### src/rtl/div_unit_multi_if.sv
// Handshake and operand bus between the EX stage and the iterative divider.
interface div_unit_multi_if #(parameter int XLEN = 32);
  logic            start;
  logic            kill;
  logic [1:0]      div_op;
  logic            is_word_op;
  logic [XLEN-1:0] dividend;
  logic [XLEN-1:0] divisor;
  logic [XLEN-1:0] result;
  logic            busy;
  logic            ready;

  modport master (output start, kill, div_op, is_word_op, dividend, divisor,
                  input  result, busy, ready);
  modport slave  (input  start, kill, div_op, is_word_op, dividend, divisor,
                  output result, busy, ready);
endinterface

### src/rtl/div_unit_multi.sv
// Iterative restoring divider for DIV/DIVU/REM/REMU (+W forms), BITS_PER_CYCLE quotient
// bits per cycle, with early-out for |a| < |b| and a flush input.

// One restoring step: shift the next dividend bit into the partial remainder, trial subtract.
module div_unit_multi_step #(parameter int XLEN = 32) (
  input  logic [XLEN-1:0] r_i,
  input  logic [XLEN-1:0] q_i,
  input  logic [XLEN-1:0] d_i,
  output logic [XLEN-1:0] r_o,
  output logic [XLEN-1:0] q_o
);
  logic [XLEN:0] rw;
  logic          lt;

  assign rw  = {r_i, q_i[XLEN-1]};
  assign lt  = rw < {1'b0, d_i};
  // rw < 2*d always holds, so the difference fits back into XLEN bits
  assign r_o = lt ? rw[XLEN-1:0] : XLEN'(rw - {1'b0, d_i});
  assign q_o = {q_i[XLEN-2:0], ~lt};
endmodule

module div_unit_multi #(
  parameter int XLEN           = 32,
  parameter int BITS_PER_CYCLE = 1,
  parameter int EARLY_OUT      = 1
) (
  input logic             clk,
  input logic             reset_n,
  div_unit_multi_if.slave io
);
  localparam int B = BITS_PER_CYCLE;

  typedef enum logic [1:0] {IDLE, COMPUTE, DONE} state_t;
  state_t state, state_nxt;

  logic            word, sgn, a_neg, b_neg, div0, ovf, early, special, accept;
  logic [XLEN-1:0] a_ext, b_ext, mag_a, mag_b, min_w;
  logic [6:0]      n_steps;

  logic [XLEN-1:0] rem_q, quo_q, dvsr_q, result_q;
  logic [6:0]      cnt_q;
  logic            neg_q_q, neg_r_q, rem_sel_q, word_q, ready_q;

  logic [B:0][XLEN-1:0] r_ch, q_ch;
  logic [XLEN-1:0]      qv, rv, v, res_d;

  // operand conditioning at accept
  assign word  = (XLEN == 64) && io.is_word_op;
  assign sgn   = ~io.div_op[0];
  assign a_ext = word ? (sgn ? XLEN'($signed(io.dividend[31:0])) : XLEN'(io.dividend[31:0]))
                      : io.dividend;
  assign b_ext = word ? (sgn ? XLEN'($signed(io.divisor[31:0]))  : XLEN'(io.divisor[31:0]))
                      : io.divisor;
  assign a_neg = sgn & a_ext[XLEN-1];
  assign b_neg = sgn & b_ext[XLEN-1];
  assign mag_a = a_neg ? -a_ext : a_ext;
  assign mag_b = b_neg ? -b_ext : b_ext;
  assign min_w = word ? XLEN'($signed(32'h8000_0000)) : {1'b1, {(XLEN-1){1'b0}}};

  assign div0    = (b_ext == '0);
  assign ovf     = sgn && (a_ext == min_w) && (&b_ext);
  assign early   = (EARLY_OUT != 0) && (mag_a < mag_b);
  assign special = div0 | ovf | early;
  assign accept  = (state == IDLE) && io.start && !io.kill;
  assign n_steps = word ? 7'(32 / B) : 7'(XLEN / B);

  // combinational chain of B restoring steps per COMPUTE cycle
  assign r_ch[0] = rem_q;
  assign q_ch[0] = quo_q;
  for (genvar i = 0; i < B; i++) begin : g_step
    div_unit_multi_step #(.XLEN(XLEN)) u_step (
      .r_i(r_ch[i]), .q_i(q_ch[i]), .d_i(dvsr_q), .r_o(r_ch[i+1]), .q_o(q_ch[i+1])
    );
  end

  always_ff @(posedge clk or negedge reset_n) begin
    if (!reset_n) state <= IDLE;
    else          state <= state_nxt;
  end

  always_comb begin
    state_nxt = state;
    if (io.kill) state_nxt = IDLE;
    else begin
      case (state)
        IDLE:    if (io.start) state_nxt = special ? DONE : COMPUTE;
        COMPUTE: if (cnt_q == 7'd0) state_nxt = DONE;
        DONE:    state_nxt = IDLE;
        default: state_nxt = IDLE;
      endcase
    end
  end

  always_comb begin
    io.busy   = (state != IDLE);
    io.ready  = ready_q;
    io.result = result_q;
  end

  // special cases preload the final quotient/remainder so DONE shares one output path
  always_ff @(posedge clk or negedge reset_n) begin
    if (!reset_n) begin
      rem_q     <= '0;
      quo_q     <= '0;
      dvsr_q    <= '0;
      cnt_q     <= '0;
      neg_q_q   <= 1'b0;
      neg_r_q   <= 1'b0;
      rem_sel_q <= 1'b0;
      word_q    <= 1'b0;
    end else if (accept) begin
      dvsr_q    <= mag_b;
      cnt_q     <= n_steps - 7'd1;
      rem_sel_q <= io.div_op[1];
      word_q    <= word;
      neg_q_q   <= 1'b0;
      neg_r_q   <= 1'b0;
      if (div0) begin
        quo_q <= '1;
        rem_q <= a_ext;
      end else if (ovf) begin
        quo_q <= a_ext;
        rem_q <= '0;
      end else if (early) begin
        quo_q <= '0;
        rem_q <= a_ext;
      end else begin
        // word magnitudes are left-aligned so 32 shifts leave the quotient in [31:0]
        quo_q   <= word ? (mag_a << (XLEN - 32)) : mag_a;
        rem_q   <= '0;
        neg_q_q <= a_neg ^ b_neg;
        neg_r_q <= a_neg;
      end
    end else if (state == COMPUTE) begin
      rem_q <= r_ch[B];
      quo_q <= q_ch[B];
      cnt_q <= cnt_q - 7'd1;
    end
  end

  assign qv    = neg_q_q ? -quo_q : quo_q;
  assign rv    = neg_r_q ? -rem_q : rem_q;
  assign v     = rem_sel_q ? rv : qv;
  assign res_d = word_q ? XLEN'($signed(v[31:0])) : v;

  always_ff @(posedge clk or negedge reset_n) begin
    if (!reset_n) begin
      result_q <= '0;
      ready_q  <= 1'b0;
    end else begin
      ready_q <= (state == DONE) && !io.kill;
      if ((state == DONE) && !io.kill) result_q <= res_d;
    end
  end
endmodule

### src/flat_wrapper.sv
// flat-port wrapper written by rule: the top's interface ports become plain ports
module div_unit_multi_flat 
#(
  parameter int XLEN           = 32,
  parameter int BITS_PER_CYCLE = 1,
  parameter int EARLY_OUT      = 1
)
  (clk, reset_n, io_start, io_kill, io_div_op, io_is_word_op, io_dividend, io_divisor, io_result, io_busy, io_ready);
  div_unit_multi_if #(.XLEN(XLEN)) io_i ();
  input logic clk;
  input logic reset_n;
  input wire logic [$bits(io_i.start)-1:0] io_start;
  input wire logic [$bits(io_i.kill)-1:0] io_kill;
  input wire logic [$bits(io_i.div_op)-1:0] io_div_op;
  input wire logic [$bits(io_i.is_word_op)-1:0] io_is_word_op;
  input wire logic [$bits(io_i.dividend)-1:0] io_dividend;
  input wire logic [$bits(io_i.divisor)-1:0] io_divisor;
  output wire logic [$bits(io_i.result)-1:0] io_result;
  output wire logic [$bits(io_i.busy)-1:0] io_busy;
  output wire logic [$bits(io_i.ready)-1:0] io_ready;
  assign io_i.start = io_start;
  assign io_i.kill = io_kill;
  assign io_i.div_op = io_div_op;
  assign io_i.is_word_op = io_is_word_op;
  assign io_i.dividend = io_dividend;
  assign io_i.divisor = io_divisor;
  assign io_result = io_i.result;
  assign io_busy = io_i.busy;
  assign io_ready = io_i.ready;
  div_unit_multi #(.XLEN(XLEN), .BITS_PER_CYCLE(BITS_PER_CYCLE), .EARLY_OUT(EARLY_OUT)) u_core (.clk(clk), .reset_n(reset_n), .io(io_i));
endmodule
### config.mk
export PLATFORM = sky130hd
export DESIGN_NAME = div_unit_multi_flat
export DESIGN_NICKNAME = d
export VERILOG_FILES = /design/src/rtl/div_unit_multi_if.sv /design/src/rtl/div_unit_multi.sv /design/src/flat_wrapper.sv
export SDC_FILE = /design/constraint.sdc
export NUM_CORES = 1
export LEC_CHECK = 0
export CORE_ASPECT_RATIO = 1.2
export CORE_MARGIN = 1.5
export CORE_UTILIZATION = 50
export DETAILED_ROUTE_END_ITERATION = 6
export DONT_BUFFER_PORTS = 1
export PLACE_DENSITY = 0.72
export SLEW_MARGIN = 20
export SYNTH_ARGS = -nofsm -noshare
export SYNTH_HDL_FRONTEND = slang
export SYNTH_SLANG_ARGS = --single-unit
### constraint.sdc
create_clock -name clk -period 8.05 [get_ports clk]
set_clock_uncertainty 0.05 [all_clocks]
set_input_delay 1.61 -clock clk [delete_from_list [all_inputs] [get_ports clk]]
set_output_delay 1.61 -clock clk [all_outputs]
set_load 0.05 [all_outputs]
==> qor.json, run 1 <==
{
  "drv_slew": {"value": 0},
  "synth_compound_area_share": {"value": 25.3, "unit": "%"},
  "flip_flop_cell_with_the_highest_count_after_synthesis": {"value": "sky130_fd_sc_hd__dfrtp_1"},
  "register_clock_pin_slew_on_the_reported_worst_setup_and_hold_paths": {"value": 60, "unit": "ps"},
  "first_global_vias": {"value": 10000},
  "drt_first_iter_violations": {"value": 1110},
  "detail-route-antenna-nets": {"value": 0},
  "post_synth_xor_area_fraction": {"value": 11.1, "unit": "%"},
  "fin_util": {"value": 54.6, "unit": "%"},
  "synthesized_instance_count": {"value": 1459},
  "final_net_count": {"value": 1554},
  "area_growth": {"value": 6.52, "unit": "%"},
  "h-tree-depth": {"value": 4},
  "yosysSeqAreaShare": {"value": 30.6, "unit": "%"},
  "post_cts.repair.setup_buffers": {"value": 0},
  "timing.final.setup_violations": {"value": 0},
  "critPathMaxFanout": {"value": 29},
  "grt_start_max_net_pins": {"value": 142},
  "finalCritPeriodShare": {"value": 75.7, "unit": "%"},
  "fp.coreArea": {"value": 0.0225, "unit": "mm²"},
  "max_cap_violations": {"value": 0},
  "port-buffer-count": {"value": 0},
  "synth_area": {"value": 0.0115, "unit": "mm²"},
  "ratio_of_routed_vias_to_standard_cells": {"value": 6.20},
  "cts_hold_repair.buffers": {"value": 0},
  "gp_congestion": {"value": 0.966},
  "timing.slew.headroom": {"value": 26.9, "unit": "%"},
  "setup_tns": {"value": 0, "unit": "ps"},
  "drc": {"value": 0},
  "final_cell_mix": {"value": "sky130_fd_sc_hd__nand2_1, sky130_fd_sc_hd__o21ai_0, sky130_fd_sc_hd__a21oi_1"},
  "drt_pass1_iterations": {"value": 6},
  "largest_family_of_logic_cells_by_synthesized_area": {"value": "compound AO/OA/AOI/OAI gates"},
  "p_leak": {"value": 5.20, "unit": "nW"},
  "floorplan.die.width": {"value": 142, "unit": "µm"},
  "multiplexer_share_of_the_synthesized_area": {"value": 2.25, "unit": "%"},
  "post_synthesis_average_cell_area": {"value": 7.91, "unit": "µm²"},
  "vias": {"value": 10600},
  "antenna_found_initial": {"value": 1},
  "synth-edff-count": {"value": 0},
  "timing.hold.worst_path_depth": {"value": 2},
  "rr_worst_depth": {"value": 11},
  "post_route_cells_drive_above_1_share": {"value": 4.84, "unit": "%"},
  "timing.hold.ws": {"value": 429, "unit": "ps"},
  "cts_inserted_buffers": {"value": 17},
  "cts_tree": {"value": "done"},
  "synthesized_area_fraction_occupied_by_and_or_nand_nor_cells": {"value": 18.5, "unit": "%"},
  "grt_setup_unrepaired": {"value": "false"},
  "synth.distinct_cells": {"value": 72},
  "setup.reg_to_reg.worst_slack": {"value": 4240, "unit": "ps"},
  "vdd_ir_drop_max": {"value": 0.000172, "unit": "V"},
  "cp.required": {"value": 8290, "unit": "ps"},
  "cts_buffer_depth": {"value": 2},
  "final_common_cell": {"value": "sky130_fd_sc_hd__nand2_1"},
  "routed_wire_length_per_instance": {"value": 19.4, "unit": "µm"},
  "arithmetic_cell_share_of_the_synthesized_area_counting_full_adders_half_adders_and_majority_gates": {"value": 7.76, "unit": "%"},
  "layout.filler_cells": {"value": 2108},
  "regToRegEndpoint": {"value": "u_core.rem_q[18]"},
  "synthesized_nets": {"value": 1601},
  "dieHeight": {"value": 169, "unit": "µm"},
  "ys_seq_elements": {"value": 141},
  "min_path_type": {"value": "flop to flop"},
  "power_per_cell_area": {"value": 423, "unit": "mW/mm²"},
  "floorplan.initialDensity": {"value": 51.3, "unit": "%"},
  "clk-insertion-delay-late": {"value": 440, "unit": "ps"},
  "timing.final.crit_period": {"value": 6090, "unit": "ps"},
  "actual_slew_at_the_worst_max_slew_pin": {"value": 1090, "unit": "ps"},
  "reg2reg_from": {"value": "u_core.rem_q[17]"},
  "crit_path_end_kind": {"value": "flop"},
  "floorplan.rows": {"value": 60},
  "synth-warning-count": {"value": 0},
  "i_o_pin_cnt": {"value": 105},
  "cp-start-kind": {"value": "input port"},
  "timing.final.hold_violations": {"value": 0},
  "cts.sink_count": {"value": 141},
  "crit_arrival": {"value": 6330, "unit": "ps"},
  "track_usage": {"value": 28.1, "unit": "%"},
  "status": {"value": "finished clean"},
  "grt_overflow_total": {"value": 0},
  "clockRootBuffer": {"value": "sky130_fd_sc_hd__clkbuf_16"},
  "grt_pass1_wl": {"value": 52800, "unit": "µm"},
  "post-dp-hpwl": {"value": 25200, "unit": "µm"},
  "cts_repair_resize_count": {"value": 0},
  "die_footprint": {"value": 0.0240, "unit": "mm²"},
  "crit_start": {"value": "io_divisor[11]"},
  "critPathKind": {"value": "input port to flop"},
  "fmaxAchievable": {"value": 164, "unit": "MHz"},
  "share_of_flip_flops_with_an_asynchronous_set_or_reset": {"value": 100, "unit": "%"},
  "crit_end": {"value": "u_core.rem_q[30]"},
  "total_wirelength_of_the_detailed_routed_design": {"value": 33000, "unit": "µm"}
}
==> worst min path at each step <==
| stage | start | end | slack [ps] |
|---|---|---|---|
| after floorplan | u_core.dvsr_q[10] | u_core.dvsr_q[10] | 400 |
| after global placement | u_core.dvsr_q[19] | u_core.dvsr_q[19] | 410 |
| after detailed placement | u_core.dvsr_q[20] | u_core.dvsr_q[20] | 420 |
| after CTS | u_core.dvsr_q[20] | u_core.dvsr_q[20] | 430 |
| after global routing | u_core.dvsr_q[20] | u_core.dvsr_q[20] | 450 |
| final | u_core.dvsr_q[3] | u_core.dvsr_q[3] | 430 |
==> synth_stat cells, types with 3 or more instances <==
library cell                instances  area (µm²)
sky130_fd_sc_hd__nor2_1            69         259
sky130_fd_sc_hd__inv_1             57         214
sky130_fd_sc_hd__ha_1              70         876
sky130_fd_sc_hd__o221ai_1           4        35.0
sky130_fd_sc_hd__or4_1             16         120
sky130_fd_sc_hd__nand4_1           16         100
sky130_fd_sc_hd__mux2i_1           26         260
sky130_fd_sc_hd__clkbuf_1          64         240
sky130_fd_sc_hd__nand3_1           20         100
sky130_fd_sc_hd__o21ai_0          188         941
sky130_fd_sc_hd__and3_1            10        62.6
sky130_fd_sc_hd__o211ai_1          12        90.1
sky130_fd_sc_hd__a211oi_1          10        75.1
sky130_fd_sc_hd__nor2b_1           12        75.1
sky130_fd_sc_hd__a21boi_0           7        52.6
sky130_fd_sc_hd__o41ai_1           15         131
sky130_fd_sc_hd__a31oi_1           11        68.8
sky130_fd_sc_hd__nor4_1            17         106
sky130_fd_sc_hd__nor3_1            27         135
sky130_fd_sc_hd__buf_1              6        22.5
sky130_fd_sc_hd__a21oi_1          144         721
sky130_fd_sc_hd__o22ai_1            4        25.0
sky130_fd_sc_hd__or3_1             18         113
sky130_fd_sc_hd__nand2_1          202         758
sky130_fd_sc_hd__xnor2_1           70         613
sky130_fd_sc_hd__or2_2              5        31.3
sky130_fd_sc_hd__o31ai_1           26         195
sky130_fd_sc_hd__o21a_1             4        30.0
sky130_fd_sc_hd__dfrtp_1          141        3530
sky130_fd_sc_hd__a22oi_1           18         135
sky130_fd_sc_hd__nand2b_1          15        93.8
sky130_fd_sc_hd__buf_2              6        30.0
sky130_fd_sc_hd__and2_1             5        31.3
sky130_fd_sc_hd__a31o_2             3        26.3
sky130_fd_sc_hd__xor2_1            76         666
sky130_fd_sc_hd__o21bai_1           3        22.5
sky130_fd_sc_hd__a221oi_1           3        26.3
sky130_fd_sc_hd__o2111ai_1          3        26.3
sky130_fd_sc_hd__o21ai_1            3        15.0
sky130_fd_sc_hd__a21o_1            14         105
==> logic make-up after synthesis <==
group,count (synthesis)
buf+inv,135
simple gates,447
mux,26
xor+xnor,146
fa+ha+maj,71
compound gates,493
flops,141
==> metrics by stage <==
stage / power (W) / setup WS, ps / cell area [µm²] / cells
finish: 0.00521 / 1960 / 12300 / 1705
global route: 0.00563 / 1710 / 12300 / 1704
CTS: 0.00517 / 2000 / 12300 / 1704
detailed placement: 0.00436 / 1560 / 11700 / 1672
global placement: 0.00429 / 1660 / 11700 / 1672
floorplan: 0.00372 / 2530 / 11500 / 1459
==> power by group <==
group,total (W),internal (W),switching (W)
logic,0.00269,0.00113,0.00156
registers,0.00171,0.00101,0.000694
clock network,0.000809,0.000471,0.000338
total,0.00521,0.00261,0.00259
==> worst max-delay path, cell delays in order <==
cell,delay [ps]
sky130_fd_sc_hd__or4_4,540
sky130_fd_sc_hd__or4b_4,540
sky130_fd_sc_hd__nor4_1,560
sky130_fd_sc_hd__a21oi_1,170
sky130_fd_sc_hd__xnor2_1,200
sky130_fd_sc_hd__ha_1,290
sky130_fd_sc_hd__nand4_1,120
sky130_fd_sc_hd__or4_1,590
sky130_fd_sc_hd__a211oi_1,290
sky130_fd_sc_hd__o31a_1,260
sky130_fd_sc_hd__nor2_1,120
sky130_fd_sc_hd__nand2b_1,180
sky130_fd_sc_hd__a21oi_2,70
sky130_fd_sc_hd__buf_4,280
sky130_fd_sc_hd__a221oi_1,350
sky130_fd_sc_hd__o21ai_0,160
==> layer usage <==
layer,vias up,wire [µm],track usage (%)
met5,-,0,0
met4,0,1020,10.3
met3,59,2700,4.57
met2,447,15200,45.5
met1,4884,14100,37.9
li1,5173,-,-
==> state kept, by name (all words and copies together), names as in the netlist <==
register and cells:
u_core.io.result 32, u_core.state 2, u_core.quo_q 32, u_core.rem_q 32
u_core.dvsr_q 32, u_core.cnt_q 7, u_core.io.ready 1, u_core.rem_sel_q 1
u_core.neg_r_q 1, u_core.neg_q_q 1
==> area by class of cell <==
class / count / area [µm²] / area share, %
clock inverters: 14 / 161 / 1.31
clock buffers: 18 / 439 / 3.57
repair buffers: 12 / 90.1 / 0.732
multi-input cells: 1183 / 7520 / 61.1
flip-flops and latches: 141 / 3530 / 28.7
well taps: 279 / 349 / 2.84
inverters: 57 / 214 / 1.74
diodes: 1 / 2.50 / 0.0203
Note: power is estimated with default switching activity, not from simulation.
==> run 2, diff against run 1 <==
- PLACE_DENSITY: 0.72 -> 0.75
- clock period: 8.05 -> 5 ns (I/O delays scaled with it)
==> qor.json, run 2 (synthesized netlist as in run 1, its figures left out) <==
{
  "status": {"value": "finished clean"},
  "setup_tns": {"value": 0, "unit": "ps"},
  "layout.filler_cells": {"value": 2032},
  "first_global_vias": {"value": 10100},
  "final_net_count": {"value": 1622},
  "i_o_pin_cnt": {"value": 105},
  "grt_pass1_wl": {"value": 53600, "unit": "µm"},
  "dieHeight": {"value": 169, "unit": "µm"},
  "drc": {"value": 0},
  "timing.final.setup_violations": {"value": 0},
  "fp.coreArea": {"value": 0.0225, "unit": "mm²"},
  "path_delay_family": {"value": "simple AND/OR/NAND/NOR gates"},
  "grt_start_max_net_pins": {"value": 142},
  "grt_overflow_total": {"value": 0},
  "finalCritPeriodShare": {"value": 97.7, "unit": "%"},
  "die_footprint": {"value": 0.0240, "unit": "mm²"},
  "drt_first_iter_violations": {"value": 1005},
  "area_growth": {"value": 12.5, "unit": "%"},
  "placedCellCount": {"value": 1733},
  "slowest_stage": {"value": "sky130_fd_sc_hd__or4b_4"},
  "cts_inserted_buffers": {"value": 17},
  "vias": {"value": 10900},
  "post-dp-hpwl": {"value": 26300, "unit": "µm"},
  "final_common_cell": {"value": "sky130_fd_sc_hd__nand2_1"},
  "max_cap_violations": {"value": 0},
  "detail-route-antenna-nets": {"value": 0},
  "critPathMaxFanout": {"value": 8},
  "cp.required": {"value": 5270, "unit": "ps"},
  "timing.final.crit_period": {"value": 4890, "unit": "ps"},
  "critPathKind": {"value": "input port to flop"},
  "antenna_cells_inserted": {"value": 0},
  "drt_pass1_iterations": {"value": 6},
  "timing.final.hold_violations": {"value": 0},
  "timing.slew.headroom": {"value": 31.6, "unit": "%"},
  "actual_slew_at_the_worst_max_slew_pin": {"value": 1030, "unit": "ps"},
  "port-buffer-count": {"value": 0},
  "gp_congestion": {"value": 0.977},
  "cp_cell_sequence": {"value": "or4_4 > or4b_4 > nor3_4 > nand2_2 > o31ai_4 > xor2_1 > ha_1 > nand2_2 > or4_4 > a211oi_2 > o31a_1 > nor2_4 > nand2b_1 > a21oi_2 > buf_4 > buf_4 > a22oi_1 > o21ai_1"},
  "register_clock_pin_slew_on_the_reported_worst_setup_and_hold_paths": {"value": 70, "unit": "ps"},
  "floorplan.rows": {"value": 60},
  "drv_slew": {"value": 0},
  "pre_cts_slack": {"value": -335, "unit": "ps"},
  "cts.sink_count": {"value": 141},
  "final_cell_mix": {"value": "sky130_fd_sc_hd__nand2_1, sky130_fd_sc_hd__o21ai_0, sky130_fd_sc_hd__a21oi_1"},
  "cts_buffer_depth": {"value": 2},
  "power_per_cell_area": {"value": 656, "unit": "mW/mm²"},
  "clockRootBuffer": {"value": "sky130_fd_sc_hd__clkbuf_16"},
  "min_path_type": {"value": "input port to async pin"},
  "track_usage": {"value": 28.6, "unit": "%"},
  "grt_setup_unrepaired": {"value": "true"},
  "crit_arrival": {"value": 5150, "unit": "ps"},
  "ratio_of_routed_vias_to_standard_cells": {"value": 6.17},
  "floorplan.initialDensity": {"value": 51.3, "unit": "%"},
  "clk-insertion-delay-late": {"value": 440, "unit": "ps"},
  "routed_wire_length_per_instance": {"value": 19.5, "unit": "µm"},
  "post_layout_instance_count_excluding_filler_cells": {"value": 1772},
  "critical_path_buf_inv_count": {"value": 2},
  "total_wirelength_of_the_detailed_routed_design": {"value": 34500, "unit": "µm"},
  "timing.critical_path.slowest_cell_delay": {"value": 570, "unit": "ps"},
  "fmaxAchievable": {"value": 205, "unit": "MHz"},
  "vdd_ir_drop_max": {"value": 0.000281, "unit": "V"},
  "cts_tree": {"value": "done"},
  "cp-start-kind": {"value": "input port"},
  "crit_path_end_kind": {"value": "flop"},
  "antenna_found_initial": {"value": 0},
  "fin_ws": {"value": 114, "unit": "ps"},
  "post_route_cells_drive_above_1_share": {"value": 10.8, "unit": "%"},
  "h-tree-depth": {"value": 4},
  "floorplan.die.width": {"value": 142, "unit": "µm"},
  "p_leak": {"value": 5.55, "unit": "nW"}
}
[run 2: final timing paths]
| path | start | to | slack [ps] | depth (start not counted) |
|---|---|---|---|---|
| hold / removal | reset_n | u_core.dvsr_q[7] | 200 | 0 |
| hold reg to reg | u_core.dvsr_q[15] | u_core.dvsr_q[15] | 430 | 2 |
| min in group clk | u_core.dvsr_q[15] | u_core.dvsr_q[15] | 430 | 2 |
| setup / recovery | io_divisor[11] | u_core.rem_q[6] | 110 | 18 |
| setup reg to reg | u_core.rem_q[17] | u_core.quo_q[0] | 1340 | 10 |
| max in group asynchronous | reset_n | u_core.rem_q[20] | 4420 | 0 |
[run 2: cell type report]
class | instances | area [µm²] | share of cell area [%]
clock buffer | 20 | 457 | 3.52
inverter | 57 | 214 | 1.65
sequential | 141 | 3530 | 27.2
tap | 279 | 349 | 2.69
timing repair buffer | 80 | 624 | 4.81
multi-input combinational | 1183 | 7680 | 59.1
clock inverter | 12 | 136 | 1.05
[run 2: what timing repair did]
| item | 4_1_cts | 5_1_grt |
|---|---|---|
| endpoints found under the setup margin | 0 | 55 |
| hold endpoints to repair | 0 | 0 |
| hold buffers | 0 | 0 |
| buffers inserted | 0 | 7 |
| resized for setup | 0 | 42 |
[run 2: report_power, final]
group | total (W) | internal (W) | switching [W]
Sequential | 0.00277 | 0.00163 | 0.00114
Combinational | 0.00445 | 0.00189 | 0.00256
Clock | 0.00130 | 0.000764 | 0.000533
Total | 0.00851 | 0.00428 | 0.00423
[run 2: metal layers]
metal	wire, µm	GRT usage [%]	part of all wire [%]
met1	14900	37.6	43
met4	991	9.19	2.9
met3	2480	4.66	7.2
met5	0	0	0
met2	16100	48.0	47
[run 2: metrics by stage]
stage	hold slack, ps	utilization [%]	instance area, µm²	total power (W)
final	205	57.7	13000	0.00851
after global routing	193	57.7	13000	0.00914
after CTS	198	56.6	12800	0.00839
after detailed placement	420	54.0	12200	0.00708
after global placement	412	54.0	12200	0.00696
after floorplan	400	-	11500	0.00599
